===== src/rtl/keypad_scanner.sv =====
// keypad_scanner: scans a 4x4 active-low keypad matrix, debounces presses and
// releases, and hands one 4-bit key code per press to a valid/ready consumer.
module keypad_scanner #(
    parameter int SCAN_DIV = 4,
    parameter int DEBOUNCE = 3
) (
    input  logic       clk,
    input  logic       reset,
    input  logic [3:0] r,
    output logic [3:0] c,
    output logic [3:0] key_code,
    output logic       key_valid,
    input  logic       key_ready,
    output logic       key_held,
    output logic       overrun
);

    localparam int DIV_W = (SCAN_DIV > 1) ? $clog2(SCAN_DIV) : 1;
    localparam int CNT_W = $clog2(DEBOUNCE + 1);

    typedef enum logic [1:0] {
        SCAN,
        CONFIRM,
        HELD
    } state_t;

    state_t           state;
    state_t           state_next;
    logic [DIV_W-1:0] div_cnt;
    logic [1:0]       col_idx;
    logic [1:0]       col_next;
    logic [1:0]       row_lat;
    logic [1:0]       row_next;
    logic [1:0]       row_now;
    logic [CNT_W-1:0] dcnt;
    logic [CNT_W-1:0] dcnt_next;
    logic [CNT_W-1:0] rcnt;
    logic [CNT_W-1:0] rcnt_next;
    logic             held_next;
    logic             deliver;
    logic             sample;
    logic             pressed;

    assign sample  = (div_cnt == DIV_W'(SCAN_DIV - 1));
    assign pressed = (r != 4'b1111);

    // Free-running divider that marks one sample edge every SCAN_DIV cycles.
    always_ff @(posedge clk or negedge reset) begin
        if (!reset) begin
            div_cnt <= '0;
        end else if (sample) begin
            div_cnt <= '0;
        end else begin
            div_cnt <= div_cnt + DIV_W'(1);
        end
    end

    // Lowest active row wins when several rows are pulled low together.
    always_comb begin
        row_now = 2'd0;
        if (!r[0]) begin
            row_now = 2'd0;
        end else if (!r[1]) begin
            row_now = 2'd1;
        end else if (!r[2]) begin
            row_now = 2'd2;
        end else if (!r[3]) begin
            row_now = 2'd3;
        end
    end

    // Scan/confirm/held decisions, taken only on sample edges.
    always_comb begin
        state_next = state;
        col_next   = col_idx;
        row_next   = row_lat;
        dcnt_next  = dcnt;
        rcnt_next  = rcnt;
        held_next  = key_held;
        deliver    = 1'b0;
        if (sample) begin
            case (state)
                SCAN: begin
                    if (pressed) begin
                        row_next  = row_now;
                        dcnt_next = CNT_W'(1);
                        if (DEBOUNCE == 1) begin
                            deliver    = 1'b1;
                            held_next  = 1'b1;
                            rcnt_next  = '0;
                            state_next = HELD;
                        end else begin
                            state_next = CONFIRM;
                        end
                    end else begin
                        col_next = col_idx + 2'd1;
                    end
                end
                CONFIRM: begin
                    if (pressed && (row_now == row_lat)) begin
                        dcnt_next = dcnt + CNT_W'(1);
                        if (dcnt_next == CNT_W'(DEBOUNCE)) begin
                            deliver    = 1'b1;
                            held_next  = 1'b1;
                            rcnt_next  = '0;
                            state_next = HELD;
                        end
                    end else begin
                        col_next   = col_idx + 2'd1;
                        state_next = SCAN;
                    end
                end
                HELD: begin
                    if (pressed) begin
                        rcnt_next = '0;
                    end else begin
                        rcnt_next = rcnt + CNT_W'(1);
                        if (rcnt_next == CNT_W'(DEBOUNCE)) begin
                            held_next  = 1'b0;
                            col_next   = col_idx + 2'd1;
                            state_next = SCAN;
                        end
                    end
                end
                default: begin
                    state_next = SCAN;
                end
            endcase
        end
    end

    // Scanner state register, including the registered column drive.
    always_ff @(posedge clk or negedge reset) begin
        if (!reset) begin
            state    <= SCAN;
            col_idx  <= 2'd0;
            c        <= 4'b1110;
            row_lat  <= 2'd0;
            dcnt     <= '0;
            rcnt     <= '0;
            key_held <= 1'b0;
        end else begin
            state    <= state_next;
            col_idx  <= col_next;
            c        <= ~(4'b0001 << col_next);
            row_lat  <= row_next;
            dcnt     <= dcnt_next;
            rcnt     <= rcnt_next;
            key_held <= held_next;
        end
    end

    // Output handshake: a new press loads only if the slot is free or being freed.
    always_ff @(posedge clk or negedge reset) begin
        if (!reset) begin
            key_code  <= 4'd0;
            key_valid <= 1'b0;
            overrun   <= 1'b0;
        end else if (deliver && (!key_valid || key_ready)) begin
            key_code  <= {col_idx, row_next};
            key_valid <= 1'b1;
        end else if (deliver) begin
            overrun <= 1'b1;
        end else if (key_valid && key_ready) begin
            key_valid <= 1'b0;
        end
    end

endmodule


===== config.mk =====
export PLATFORM = sky130hd
export DESIGN_NAME = keypad_scanner
export DESIGN_NICKNAME = d
export VERILOG_FILES = /design/src/rtl/keypad_scanner.sv
export SDC_FILE = /design/constraint.sdc
export NUM_CORES = 1
export LEC_CHECK = 0
export CORE_MARGIN = 3
export CORE_UTILIZATION = 56
export DETAILED_ROUTE_END_ITERATION = 10
export PLACE_DENSITY = 0.87
export SYNTH_ARGS = -nofsm -noshare
export SYNTH_HDL_FRONTEND = slang
export SYNTH_SLANG_ARGS = --single-unit

===== constraint.sdc =====
create_clock -name clk -period 4.3 [get_ports clk]
set_clock_uncertainty 0.1 [all_clocks]
set_input_delay 0.645 -clock clk [delete_from_list [all_inputs] [get_ports clk]]
set_output_delay 0.645 -clock clk [all_outputs]
set_load 0.03 [all_outputs]

==> results.txt <==
Layout Cells excl Fill - 149
top-count cell post-synth - dfrtp_1
cell at the slowest stage of the critical path - clkdlybuf4s50_1
Synth Flop Type - dfrtp_1
CTS tree - yes
Tightest Hold Check Type - flip-flop to flip-flop
clock share of power - 12.5%
global route total overflow - 0
Reg clk slew, reported paths - 120 ps
critical path arrival - 2530 ps
Ys Warns - 0
post-route clock period utilization - 56.4%
number of flops mapped to enable cells by yosys - 0
Setup Buffers After CTS - 0
first-pass GRT wire length - 3.78 mm
register share of total power - 48.1%
Netlist cell types - 38
Critical Path Max Stage Delay - 560 ps
critical path required time - 4400 ps
GP Congestion - 0.837
Cell Pwr Density - 571 mW/mm^2
CP Launch Type - input port
Rows - 15
worst-path maximum fanout - 8
initial core utilization - 63.5%
IO Pins - 18
Max Freq - 412 MHz
starting DRC count in detailed routing - 12
Via density - 5.76
GRT Total Usage - 19.4%
endpoints failing hold - 0
hpwl dp - 1.67 mm
floorplan core area - 0.00186 sq mm
vias in the first global route - 857
CP endpoint kind - flip-flop
part of the power in combinational logic - 39.4%
syn_area_per_cell - 11.1 sq um
WHS - 343 ps
max_slew headroom - 36.0%
Die W - 51.9 um
Switching Fraction - 40.2%
Final Setup Violations - 0
ys async rst share - 100%
post-synthesis instance area - 0.00118 sq mm
Int Pwr - 471 uW
Clock Latency Late Sink - 310 ps
RSZ-0062 raised after global routing - no
routed wire length - 2.19 mm
Fill cells - 122
Nets - 135
Pleak - 0.000607 uW
kind of critical path - input port to flip-flop
ranking of synthesized cells by area - dfrtp_1, dfstp_2, mux2i_1
area leader, netlist - dfrtp_1
cells after synthesis - 106
Final Max Slew Viols - 0
sequential area share after synthesis - 49.1%
Post-synth top cells - dfrtp_1, nor2_1, nand2_1
number of clock sinks - 23
Area Growth Syn to Fin - 16.9%
Yosys reg bits - 23
full die area - 0.00269 sq mm
Max H-tree Level - 1
share of cells above drive strength 1 - 12.9%
n_diodes - 0
placed inst area - 0.00135 sq mm
iteration count of the initial detailed-routing pass - 5
vias after detailed routing - 858
Worst Path Buf+Inv - 1
max cap viols - 0
fin area - 0.00138 sq mm
Worst path top cell family by delay - buffers and inverters
CTS max path bufs - 2
final core utilization - 74.2%
antenna violations before repair - 0
total CTS buffers - 3
maximum vdd ir drop - 339 uV
Switching Power - 316 uW
clock tree root buffer cell - clkbuf_4
largest net degree at the start of global routing - 24
routed length per instance - 14.7 um
fin crit period - 2430 ps
status - complete, no violations
top cell type's share of synthesized area - 42.4%
Worst-Margin Slew - 957 ps
Port-buffer cells - 17
Post-Route Setup TNS - 0 ps
syn nets - 116
CTS Hold Bufs - 0
post-cts gate resize count - 0
Detail Route Antenna Nets - 0
CP Cell Sequence - clkdlybuf4s50_1 -> o31ai_2 -> a41oi_4 -> nor4_4 -> mux2_1
placed cell count - 145
Die H - 51.9 um
drc violations - 0
[path summary, 6_finish.rpt]
check	start	endpoint	slack, ps	cells after the start
setup / recovery	r[0]	key_code[2]	1870	5
hold reg to reg	div_cnt[0]	div_cnt[0]	340	1
setup reg to reg	div_cnt[0]	key_code[0]	2350	6
min in group asynchronous	reset	div_cnt[1]	750	1
max in group asynchronous	reset	key_code[1]	2770	1
hold / removal	div_cnt[0]	div_cnt[0]	340	1
[layout make-up]
class                      instances  area [sq um]  area share [%]
multi-input combinational         75           552            40.0
sequential                        23           579            42.0
clock inverter                     1          5.00           0.363
tap                               25          31.3            2.27
clock buffer                       3          22.5            1.63
inverter                           5          18.8            1.36
timing repair buffer              17           170            12.3
[flip-flops by register name (all words and copies together) (netlist names)]
register and flops:
dcnt 2, overrun 1, c 4, row_lat 2
key_held 1, col_idx 2, div_cnt 2, key_code 4
rcnt 2, key_valid 1, state 2
[worst register-to-register path: stages (launching register included)]
cell and delay [ps]:
dfrtp_1 380, ha_1 300, nand2b_2 170, nor2_1 280, mux2i_1 240, a21oi_1 80
mux2_1 300
[metrics by stage]
stage	power (uW)	setup WS [ps]
4_1_cts	792	1870
3_3_place_gp	676	1620
3_5_place_dp	693	1530
2_1_floorplan	590	2260
6_report	787	1870
5_1_grt	840	1810
[power groups by stage]
stage	combinational, uW	clock (uW)	sequential (uW)
floorplan	172	0	419
global route	341	111	388
CTS	313	102	377
global placement	302	0	373
detailed placement	311	0	381
finish	311	98.4	378
[per-layer routing]
metal  track usage (%)  vias up  wire [um]  part of all wire, %
met1              23.9      412        995                   45
met2              30.5       23       1030                   47
met5                 0        -          0                    0
met3              3.44        8         95                  4.3
met4              13.1        0         68                  3.1
li1                  -      415          -                    -
[cells in the final DEF (no fill, tap or decap), types with 2 or more instances in the layout]
cell type         n
nand2_1           8
xor2_1            2
inv_1             5
clkdlybuf4s50_1  17
clkbuf_4          3
o21ai_0           5
ha_1              3
dfstp_2           3
dfrtp_1          20
nor2_1           10
mux2_1            4
mux2i_1           7
nor3_1            4
a21o_1            2
nor2b_1           3
a21oi_1           6
[cell families after synthesis]
family                   synth area share [%]
AO/OA/AOI/OAI                            14.6
AND/OR/NAND/NOR                          17.7
adder cells (fa/ha/maj)                  3.18
multiplexers                             9.76
buffers and inverters                    4.14
XOR/XNOR                                 1.48
flip-flops                               49.1
No activity file was read; power rests on OpenSTA's default activity.
